===== config.mk =====
export PLATFORM = sky130hd
export DESIGN_NAME = mc_ctrl_fsm_flat
export DESIGN_NICKNAME = d
export VERILOG_FILES = /design/src/rtl/mc_ctrl_fsm_if.sv /design/src/rtl/mc_ctrl_fsm.sv /design/src/flat_wrapper.sv
export SDC_FILE = /design/constraint.sdc
export NUM_CORES = 1
export LEC_CHECK = 0
export CORE_MARGIN = 5
export CORE_UTILIZATION = 49
export CTS_CLUSTER_SIZE = 20
export DETAILED_ROUTE_END_ITERATION = 12
export HOLD_SLACK_MARGIN = 0.02
export PLACE_DENSITY_LB_ADDON = 0.05
export SKIP_CTS_REPAIR_TIMING = 1
export SLEW_MARGIN = 20
export SYNTH_ARGS = -nofsm -noshare
export SYNTH_HDL_FRONTEND = slang
export SYNTH_SLANG_ARGS = --single-unit

===== constraint.sdc =====
create_clock -name clk -period 5.1 [get_ports clk]
set_clock_uncertainty 0.1 [all_clocks]
set_input_delay 1.02 -clock clk [delete_from_list [all_inputs] [get_ports clk]]
set_output_delay 1.02 -clock clk [all_outputs]
set_load 0.005 [all_outputs]

===== src/rtl/mc_ctrl_fsm_if.sv =====
// -----------------------------------------------------------------------------
// mc_ctrl_fsm_if
// Purpose : bundles the instruction fields, memory handshake and datapath
//           strobes exchanged between the multicycle control FSM and the
//           datapath / memory side.
// Signals :
//   opcode, funct  IR fields (instr[31:26], instr[5:0])
//   mem_ready      memory completes the current access this cycle
//   mem_req        memory access requested
//   mem_to_reg, reg_dest, i_or_d, alu_src_a, ir_write, mem_write, pc_write,
//   branch, reg_write                          1-bit datapath strobes
//   alu_src_b[1:0], pc_src[1:0], alu_control[ALU_CTRL_W-1:0]
//   instr_done     one-cycle pulse on the last cycle of each instruction
//   illegal_op     sticky unsupported-instruction flag
//   bus_err        sticky memory-timeout flag
// Modports: master = control FSM, slave = datapath / memory side.
// -----------------------------------------------------------------------------
interface mc_ctrl_fsm_if #(
    parameter int ALU_CTRL_W = 3
);
    logic [5:0]            opcode;
    logic [5:0]            funct;
    logic                  mem_ready;
    logic                  mem_req;
    logic                  mem_to_reg;
    logic                  reg_dest;
    logic                  i_or_d;
    logic                  alu_src_a;
    logic                  ir_write;
    logic                  mem_write;
    logic                  pc_write;
    logic                  branch;
    logic                  reg_write;
    logic [1:0]            alu_src_b;
    logic [1:0]            pc_src;
    logic [ALU_CTRL_W-1:0] alu_control;
    logic                  instr_done;
    logic                  illegal_op;
    logic                  bus_err;

    modport master (
        input  opcode, funct, mem_ready,
        output mem_req, mem_to_reg, reg_dest, i_or_d, alu_src_a, ir_write, mem_write,
               pc_write, branch, reg_write, alu_src_b, pc_src, alu_control, instr_done,
               illegal_op, bus_err
    );

    modport slave (
        output opcode, funct, mem_ready,
        input  mem_req, mem_to_reg, reg_dest, i_or_d, alu_src_a, ir_write, mem_write,
               pc_write, branch, reg_write, alu_src_b, pc_src, alu_control, instr_done,
               illegal_op, bus_err
    );
endinterface


===== src/rtl/mc_ctrl_fsm.sv =====
// -----------------------------------------------------------------------------
// mc_ctrl_fsm
// Purpose : multicycle MIPS control unit. Moore-style FSM decoding opcode/funct
//           into datapath strobes, with a memory wait-state handshake, a bus
//           timeout, sticky trap flags and a per-instruction retire pulse.
// Ports   :
//   clk       rising-edge clock
//   rst       asynchronous, active-high reset
//   ctrl_bus  mc_ctrl_fsm_if.master (IR fields, mem handshake, strobes, flags)
// Parameters:
//   ALU_CTRL_W   width of alu_control (codes in [2:0], upper bits zero)
//   WAIT_TIMEOUT stall cycles tolerated before a bus trap; 0 disables timeout
//   CNT_W        wait-counter width, must hold WAIT_TIMEOUT
// Build option:
//   MC_ADDI_EN   when defined, addi (opcode 001000) is executed through the
//                ADDIEX/ADDIWB states; otherwise it is an illegal opcode.
// -----------------------------------------------------------------------------
module mc_ctrl_fsm #(
    parameter int ALU_CTRL_W   = 3,
    parameter int WAIT_TIMEOUT = 16,
    parameter int CNT_W        = 5
) (
    input  logic          clk,
    input  logic          rst,
    mc_ctrl_fsm_if.master ctrl_bus
);

    localparam logic [3:0] S_RESET  = 4'd0;
    localparam logic [3:0] S_FETCH  = 4'd1;
    localparam logic [3:0] S_DECODE = 4'd2;
    localparam logic [3:0] S_MEMADR = 4'd3;
    localparam logic [3:0] S_MEMRD  = 4'd4;
    localparam logic [3:0] S_MEMWB  = 4'd5;
    localparam logic [3:0] S_MEMWR  = 4'd6;
    localparam logic [3:0] S_EXEC   = 4'd7;
    localparam logic [3:0] S_ALUWB  = 4'd8;
    localparam logic [3:0] S_BRANCH = 4'd9;
    localparam logic [3:0] S_JUMP   = 4'd10;
    localparam logic [3:0] S_TRAP   = 4'd11;
`ifdef MC_ADDI_EN
    localparam logic [3:0] S_ADDIEX = 4'd12;
    localparam logic [3:0] S_ADDIWB = 4'd13;
`endif

    localparam logic [2:0] ALU_ADD = 3'b010;
    localparam logic [2:0] ALU_SUB = 3'b110;
    localparam logic [2:0] ALU_AND = 3'b000;
    localparam logic [2:0] ALU_OR  = 3'b001;
    localparam logic [2:0] ALU_SLT = 3'b111;

    logic [3:0]       r_state;
    logic [3:0]       w_next;
    logic [CNT_W-1:0] r_cnt;
    logic [CNT_W-1:0] w_cnt_next;
    logic             r_illegal_op;
    logic             r_bus_err;

    logic             w_mem_ready;
    logic             w_funct_ok;
    logic [2:0]       w_funct_alu;
    logic             w_tmo_hit;
    logic             w_in_mem;
    logic             w_next_mem;
    logic             w_illegal_set;
    logic             w_bus_set;

    logic             w_mem_req;
    logic             w_mem_to_reg;
    logic             w_reg_dest;
    logic             w_i_or_d;
    logic             w_alu_src_a;
    logic             w_ir_write;
    logic             w_mem_write;
    logic             w_pc_write;
    logic             w_branch;
    logic             w_reg_write;
    logic [1:0]       w_alu_src_b;
    logic [1:0]       w_pc_src;
    logic [2:0]       w_alu;
    logic             w_instr_done;

    assign w_mem_ready = ctrl_bus.mem_ready;

    // R-type funct decode: legality and ALU code
    always_comb begin
        w_funct_ok  = 1'b1;
        w_funct_alu = ALU_ADD;
        case (ctrl_bus.funct)
            6'b100000: w_funct_alu = ALU_ADD;
            6'b100010: w_funct_alu = ALU_SUB;
            6'b100100: w_funct_alu = ALU_AND;
            6'b100101: w_funct_alu = ALU_OR;
            6'b101010: w_funct_alu = ALU_SLT;
            default:   w_funct_ok  = 1'b0;
        endcase
    end

    assign w_in_mem   = (r_state == S_FETCH) || (r_state == S_MEMRD) || (r_state == S_MEMWR);
    assign w_next_mem = (w_next == S_FETCH) || (w_next == S_MEMRD) || (w_next == S_MEMWR);

    // Timeout fires on the last tolerated stall cycle; a same-cycle mem_ready still completes.
    assign w_tmo_hit = (WAIT_TIMEOUT != 0) && (r_cnt == CNT_W'(WAIT_TIMEOUT - 1)) && !w_mem_ready;

    always_comb begin
        w_next        = r_state;
        w_illegal_set = 1'b0;
        w_bus_set     = 1'b0;
        case (r_state)
            S_RESET: w_next = S_FETCH;
            S_FETCH: begin
                if (w_mem_ready) begin
                    w_next = S_DECODE;
                end else if (w_tmo_hit) begin
                    w_next    = S_TRAP;
                    w_bus_set = 1'b1;
                end
            end
            S_DECODE: begin
                case (ctrl_bus.opcode)
                    6'b100011, 6'b101011: w_next = S_MEMADR;
                    6'b000000:            w_next = w_funct_ok ? S_EXEC : S_TRAP;
                    6'b000100:            w_next = S_BRANCH;
                    6'b000010:            w_next = S_JUMP;
`ifdef MC_ADDI_EN
                    6'b001000:            w_next = S_ADDIEX;
`endif
                    default:              w_next = S_TRAP;
                endcase
                w_illegal_set = (w_next == S_TRAP);
            end
            S_MEMADR: w_next = (ctrl_bus.opcode == 6'b101011) ? S_MEMWR : S_MEMRD;
            S_MEMRD: begin
                if (w_mem_ready) begin
                    w_next = S_MEMWB;
                end else if (w_tmo_hit) begin
                    w_next    = S_TRAP;
                    w_bus_set = 1'b1;
                end
            end
            S_MEMWR: begin
                if (w_mem_ready) begin
                    w_next = S_FETCH;
                end else if (w_tmo_hit) begin
                    w_next    = S_TRAP;
                    w_bus_set = 1'b1;
                end
            end
            S_MEMWB:  w_next = S_FETCH;
            S_EXEC:   w_next = S_ALUWB;
            S_ALUWB:  w_next = S_FETCH;
            S_BRANCH: w_next = S_FETCH;
            S_JUMP:   w_next = S_FETCH;
`ifdef MC_ADDI_EN
            S_ADDIEX: w_next = S_ADDIWB;
            S_ADDIWB: w_next = S_FETCH;
`endif
            S_TRAP:   w_next = S_TRAP;
            default:  w_next = S_TRAP;
        endcase
    end

    // Stall counter restarts on entering a memory state and whenever an access completes.
    always_comb begin
        w_cnt_next = r_cnt;
        if ((w_next_mem && (w_next != r_state)) || w_mem_ready) begin
            w_cnt_next = '0;
        end else if (w_in_mem) begin
            w_cnt_next = r_cnt + 1'b1;
        end
    end

    always_ff @(posedge clk or posedge rst) begin
        if (rst) begin
            r_state      <= S_RESET;
            r_cnt        <= '0;
            r_illegal_op <= 1'b0;
            r_bus_err    <= 1'b0;
        end else begin
            r_state      <= w_next;
            r_cnt        <= w_cnt_next;
            r_illegal_op <= r_illegal_op | w_illegal_set;
            r_bus_err    <= r_bus_err | w_bus_set;
        end
    end

    // Strobe decode; only FETCH write-enables and the MEMWR retire pulse look at mem_ready.
    always_comb begin
        w_mem_req    = 1'b0;
        w_mem_to_reg = 1'b0;
        w_reg_dest   = 1'b0;
        w_i_or_d     = 1'b0;
        w_alu_src_a  = 1'b0;
        w_ir_write   = 1'b0;
        w_mem_write  = 1'b0;
        w_pc_write   = 1'b0;
        w_branch     = 1'b0;
        w_reg_write  = 1'b0;
        w_alu_src_b  = 2'b00;
        w_pc_src     = 2'b00;
        w_alu        = 3'b000;
        w_instr_done = 1'b0;
        case (r_state)
            S_FETCH: begin
                w_mem_req   = 1'b1;
                w_alu_src_b = 2'b01;
                w_alu       = ALU_ADD;
                w_ir_write  = w_mem_ready;
                w_pc_write  = w_mem_ready;
            end
            S_DECODE: begin
                w_alu_src_b = 2'b11;
                w_alu       = ALU_ADD;
            end
            S_MEMADR: begin
                w_alu_src_a = 1'b1;
                w_alu_src_b = 2'b10;
                w_alu       = ALU_ADD;
            end
            S_MEMRD: begin
                w_mem_req = 1'b1;
                w_i_or_d  = 1'b1;
            end
            S_MEMWB: begin
                w_mem_to_reg = 1'b1;
                w_reg_write  = 1'b1;
                w_instr_done = 1'b1;
            end
            S_MEMWR: begin
                w_mem_req    = 1'b1;
                w_mem_write  = 1'b1;
                w_i_or_d     = 1'b1;
                w_instr_done = w_mem_ready;
            end
            S_EXEC: begin
                w_alu_src_a = 1'b1;
                w_alu       = w_funct_alu;
            end
            S_ALUWB: begin
                w_reg_dest   = 1'b1;
                w_reg_write  = 1'b1;
                w_instr_done = 1'b1;
            end
            S_BRANCH: begin
                w_alu_src_a  = 1'b1;
                w_alu        = ALU_SUB;
                w_pc_src     = 2'b01;
                w_branch     = 1'b1;
                w_instr_done = 1'b1;
            end
            S_JUMP: begin
                w_pc_src     = 2'b10;
                w_pc_write   = 1'b1;
                w_instr_done = 1'b1;
            end
`ifdef MC_ADDI_EN
            S_ADDIEX: begin
                w_alu_src_a = 1'b1;
                w_alu_src_b = 2'b10;
                w_alu       = ALU_ADD;
            end
            S_ADDIWB: begin
                w_reg_write  = 1'b1;
                w_instr_done = 1'b1;
            end
`endif
            default: ;
        endcase
    end

    assign ctrl_bus.mem_req     = w_mem_req;
    assign ctrl_bus.mem_to_reg  = w_mem_to_reg;
    assign ctrl_bus.reg_dest    = w_reg_dest;
    assign ctrl_bus.i_or_d      = w_i_or_d;
    assign ctrl_bus.alu_src_a   = w_alu_src_a;
    assign ctrl_bus.ir_write    = w_ir_write;
    assign ctrl_bus.mem_write   = w_mem_write;
    assign ctrl_bus.pc_write    = w_pc_write;
    assign ctrl_bus.branch      = w_branch;
    assign ctrl_bus.reg_write   = w_reg_write;
    assign ctrl_bus.alu_src_b   = w_alu_src_b;
    assign ctrl_bus.pc_src      = w_pc_src;
    assign ctrl_bus.alu_control = ALU_CTRL_W'(w_alu);
    assign ctrl_bus.instr_done  = w_instr_done;
    assign ctrl_bus.illegal_op  = r_illegal_op;
    assign ctrl_bus.bus_err     = r_bus_err;

endmodule


===== src/flat_wrapper.sv =====
// flat-port wrapper written by rule: the top's interface ports become plain ports
module mc_ctrl_fsm_flat 
#(
    parameter int ALU_CTRL_W   = 3,
    parameter int WAIT_TIMEOUT = 16,
    parameter int CNT_W        = 5
)
  (clk, rst, ctrl_bus_opcode, ctrl_bus_funct, ctrl_bus_mem_ready, ctrl_bus_mem_req, ctrl_bus_mem_to_reg, ctrl_bus_reg_dest, ctrl_bus_i_or_d, ctrl_bus_alu_src_a, ctrl_bus_ir_write, ctrl_bus_mem_write, ctrl_bus_pc_write, ctrl_bus_branch, ctrl_bus_reg_write, ctrl_bus_alu_src_b, ctrl_bus_pc_src, ctrl_bus_alu_control, ctrl_bus_instr_done, ctrl_bus_illegal_op, ctrl_bus_bus_err);
  mc_ctrl_fsm_if #(.ALU_CTRL_W(ALU_CTRL_W)) ctrl_bus_i ();
  input  logic clk;
  input  logic rst;
  input wire logic [$bits(ctrl_bus_i.opcode)-1:0] ctrl_bus_opcode;
  input wire logic [$bits(ctrl_bus_i.funct)-1:0] ctrl_bus_funct;
  input wire logic [$bits(ctrl_bus_i.mem_ready)-1:0] ctrl_bus_mem_ready;
  output wire logic [$bits(ctrl_bus_i.mem_req)-1:0] ctrl_bus_mem_req;
  output wire logic [$bits(ctrl_bus_i.mem_to_reg)-1:0] ctrl_bus_mem_to_reg;
  output wire logic [$bits(ctrl_bus_i.reg_dest)-1:0] ctrl_bus_reg_dest;
  output wire logic [$bits(ctrl_bus_i.i_or_d)-1:0] ctrl_bus_i_or_d;
  output wire logic [$bits(ctrl_bus_i.alu_src_a)-1:0] ctrl_bus_alu_src_a;
  output wire logic [$bits(ctrl_bus_i.ir_write)-1:0] ctrl_bus_ir_write;
  output wire logic [$bits(ctrl_bus_i.mem_write)-1:0] ctrl_bus_mem_write;
  output wire logic [$bits(ctrl_bus_i.pc_write)-1:0] ctrl_bus_pc_write;
  output wire logic [$bits(ctrl_bus_i.branch)-1:0] ctrl_bus_branch;
  output wire logic [$bits(ctrl_bus_i.reg_write)-1:0] ctrl_bus_reg_write;
  output wire logic [$bits(ctrl_bus_i.alu_src_b)-1:0] ctrl_bus_alu_src_b;
  output wire logic [$bits(ctrl_bus_i.pc_src)-1:0] ctrl_bus_pc_src;
  output wire logic [$bits(ctrl_bus_i.alu_control)-1:0] ctrl_bus_alu_control;
  output wire logic [$bits(ctrl_bus_i.instr_done)-1:0] ctrl_bus_instr_done;
  output wire logic [$bits(ctrl_bus_i.illegal_op)-1:0] ctrl_bus_illegal_op;
  output wire logic [$bits(ctrl_bus_i.bus_err)-1:0] ctrl_bus_bus_err;
  assign ctrl_bus_i.opcode = ctrl_bus_opcode;
  assign ctrl_bus_i.funct = ctrl_bus_funct;
  assign ctrl_bus_i.mem_ready = ctrl_bus_mem_ready;
  assign ctrl_bus_mem_req = ctrl_bus_i.mem_req;
  assign ctrl_bus_mem_to_reg = ctrl_bus_i.mem_to_reg;
  assign ctrl_bus_reg_dest = ctrl_bus_i.reg_dest;
  assign ctrl_bus_i_or_d = ctrl_bus_i.i_or_d;
  assign ctrl_bus_alu_src_a = ctrl_bus_i.alu_src_a;
  assign ctrl_bus_ir_write = ctrl_bus_i.ir_write;
  assign ctrl_bus_mem_write = ctrl_bus_i.mem_write;
  assign ctrl_bus_pc_write = ctrl_bus_i.pc_write;
  assign ctrl_bus_branch = ctrl_bus_i.branch;
  assign ctrl_bus_reg_write = ctrl_bus_i.reg_write;
  assign ctrl_bus_alu_src_b = ctrl_bus_i.alu_src_b;
  assign ctrl_bus_pc_src = ctrl_bus_i.pc_src;
  assign ctrl_bus_alu_control = ctrl_bus_i.alu_control;
  assign ctrl_bus_instr_done = ctrl_bus_i.instr_done;
  assign ctrl_bus_illegal_op = ctrl_bus_i.illegal_op;
  assign ctrl_bus_bus_err = ctrl_bus_i.bus_err;
  mc_ctrl_fsm #(.ALU_CTRL_W(ALU_CTRL_W), .WAIT_TIMEOUT(WAIT_TIMEOUT), .CNT_W(CNT_W)) u_core (.clk(clk), .rst(rst), .ctrl_bus(ctrl_bus_i));
endmodule

==> results.sh <==
export IMPL_min_from="u_core.ctrl_bus.bus_err"
export IMPL_antenna_found_initial=0
export IMPL_final_common_cell="clkdlybuf4s50_1"
export IMPL_grt_setup_unrepaired="no"
export IMPL_postRouteAntennaNets=0
export IMPL_r2r_cells=8
export IMPL_hold_violations=0
export IMPL_slew_headroom_pct=59.27
export IMPL_r2r_start="u_core.r_cnt[0]"
export IMPL_clock_sinks=11
export IMPL_drtIter0Drc=33
export IMPL_peakVddDrop_mv=0.2243
export IMPL_grt_max_degree=22
export IMPL_drv_cap=0
export IMPL_dieArea_um2=3134
export IMPL_insertion_delay_ns=0.26
export IMPL_start_kind="input pin"
export IMPL_final_instance_count_excl_fill=187
export IMPL_ys_seq_elements=11
export IMPL_gr_total_overflow=0
export IMPL_synth_top_cell_by_area="dfrtp_1"
export IMPL_cts_root_buf="clkbuf_4"
export IMPL_timing_rr_end="u_core.r_cnt[0]"
export IMPL_globalplace_congestion=0.8136
export IMPL_wl_mm=2.632
export IMPL_crit_path_cell_trace="clkdlybuf4s50_1, nand2b_1, nor4b_1, a22oi_1, nor3_1, clkdlybuf4s50_1"
export IMPL_drv_slew=0
export IMPL_drt_vias_per_instance=5.952
export IMPL_tightestPinTransition_ns=0.6109
export IMPL_grt_pass1_wl_mm=4.353
export IMPL_p_leak_nw=0.5495
export IMPL_drive_above_1_share_pct=7.500
export IMPL_holdPathEnd="u_core.ctrl_bus.bus_err"
export IMPL_holdPathStages=1
export IMPL_start_util_pct=52.27
export IMPL_max_stage_delay_ns=0.52
export IMPL_synth_area_leaders="dfrtp_1 (27%), nor2_1 (6.2%), nand2b_1 (5.4%)"
export IMPL_grt_pass1_vias=1008
export IMPL_hpwlAfterDp_mm=2.041
export IMPL_die_w_um=55.98
export IMPL_worstPathArrival_ns=2.83
export IMPL_r2r_setup_slack_ns=2.62
export IMPL_synth_seq_area_share_pct=26.57
export IMPL_place_area_um2=1360
export IMPL_syn_inst=132
export IMPL_cp_max_fo=3
export IMPL_grt_use_total_pct=16.56
export IMPL_fillCellCount=165
export IMPL_startpoint="ctrl_bus_funct[4]"
export IMPL_cp_slowest_cell="clkdlybuf4s50_1"
export IMPL_cts_made_buffers=3
export IMPL_fmax_mhz=253.3
export IMPL_clkSlewWorstSetupHoldPaths_ns=0.07
export IMPL_clockBufferDepth=2
export IMPL_powerDensity_nw_per_um2=120.9
export IMPL_hold_slack_ns=0.3756
export IMPL_synth_warnings=0
export IMPL_netlist_area_um2=1036
export IMPL_status="finished, final reports clean"
export IMPL_rows=16
export IMPL_ys_types=44
export IMPL_drt_pass1_iter_count=4
export IMPL_vias=1113
export IMPL_fin_nets=178
export IMPL_coreArea_um2=1982
export IMPL_final_area_um2=1386
export IMPL_fin_tns_setup_ns=0
export IMPL_fin_crit_ns=3.948
export IMPL_port_buffers=34
export IMPL_die_y_um=55.98
export IMPL_synth_top_area_share_pct=26.57
export IMPL_finalPower_w=0.0001676
export IMPL_crit_type="in2out"
export IMPL_setup_violations_final=0
export IMPL_placed_cells=183
export IMPL_synth_edf_count=0
export IMPL_crit_top_cell="clkdlybuf4s50_1"
export IMPL_worstPathRequired_ns=3.98
export IMPL_syn_to_final_growth_pct=33.82
export IMPL_htreeDepth=1
export IMPL_end_kind="output pin"
export IMPL_drc=0
export IMPL_synth_fp_nets=149
export IMPL_diodes=0
export IMPL_hold_class="reg2reg"
export IMPL_cts_tree="built"
export IMPL_final_cell_mix="clkdlybuf4s50_1 (34), nor2_1 (17), dfrtp_1 (11)"
export IMPL_post_drt_wl_per_cell_um=14.07
export IMPL_io_pins=35
export IMPL_syn_avg_cell_area_um2=7.848
export IMPL_synthArstFlopShare_pct=100.0
export IMPL_min_period_over_period_pct=77.41
export IMPL_synth_ff_type="dfrtp_1"
[cell families (layout without fill, tap and decap cells)]
family	Yosys count	in the layout	share of synthesized area (%)
DFF	11	11	26.57
and+or+nand+nor	65	65	35.63
muxes	3	3	2.899
AOI/OAI and AO/OA	33	33	23.31
xor gates and xnor gates	3	3	2.537
adders and majority gates	2	2	2.415
buffers and inverters	15	43	6.643
[cell usage after synthesis (2+ instances only)]
master    count
nor4b_1       4
nor2_1       17
nand2b_1      9
nor3b_1       3
ha_1          2
o21ai_0       5
inv_1         5
dfrtp_1      11
a211oi_1      3
a21oi_1       6
or2_2         4
nor3_1        4
or3_1         2
mux2i_1       3
and2_1        2
a31oi_1       3
nor2b_1       5
o22ai_1       2
xnor2_1       2
nand3_1       4
nand2_1       6
buf_2         7
clkbuf_1      2
[per-stage QoR]
step | util, % | setup WS, ns
after global routing | 69.95 | 1.028
after CTS | 69.95 | 1.147
after global placement | 68.62 | 1.257
final | 69.95 | 1.152
after detailed placement | 68.62 | 1.153
after floorplan | - | 2.189
[critical path: cells and delay by family]
family | cells | cell delay, ns
AOI/OAI and AO/OA | 1 | 0.17
and+or+nand+nor | 3 | 0.73
buffers and inverters | 2 | 0.90
[registers in the layout (all words and copies together), names as in the netlist]
name,cells
u_core.r_cnt,5
u_core.r_state,4
u_core.ctrl_bus.illegal_op,1
u_core.ctrl_bus.bus_err,1
[power breakdown]
group | total (W) | internal (W) | switching (W)
sequential | 0.0000872 | 0.0000872 | 0.0000000000000000000414
clock | 0.0000589 | 0.0000302 | 0.0000287
combinational | 0.0000215 | 0.0000123 | 0.00000916
total | 0.000168 | 0.000130 | 0.0000378
[per-layer routing]
metal | track usage [%] | vias to the layer above | routed length [um]
met2 | 25.71 | 44 | 1253
met1 | 22.99 | 527 | 1159
met5 | 0 | - | 0
met3 | 5.568 | 4 | 192
met4 | 1.695 | 0 | 27
li1 | - | 538 | -
[worst max-delay path by stage]
stage	to	slack, ns	cells past startpoint
floorplan	ctrl_bus_alu_control[0]	2.19	4
global placement	ctrl_bus_alu_control[0]	1.26	6
detailed placement	ctrl_bus_alu_control[0]	1.15	6
CTS	ctrl_bus_alu_control[0]	1.15	6
global route	ctrl_bus_alu_control[0]	1.03	6
finish	ctrl_bus_alu_control[0]	1.15	6
[final cells by class]
class	instances	area (um^2)	share of cell area (%)
inverter	5	18.77	1.354
clock buffer	4	26.28	1.895
sequential	11	275.3	19.86
tap	27	33.78	2.437
multi-input combinational	106	691.9	49.91
timing repair buffer	34	340.3	24.55
Power figures use the tool's default switching activity.
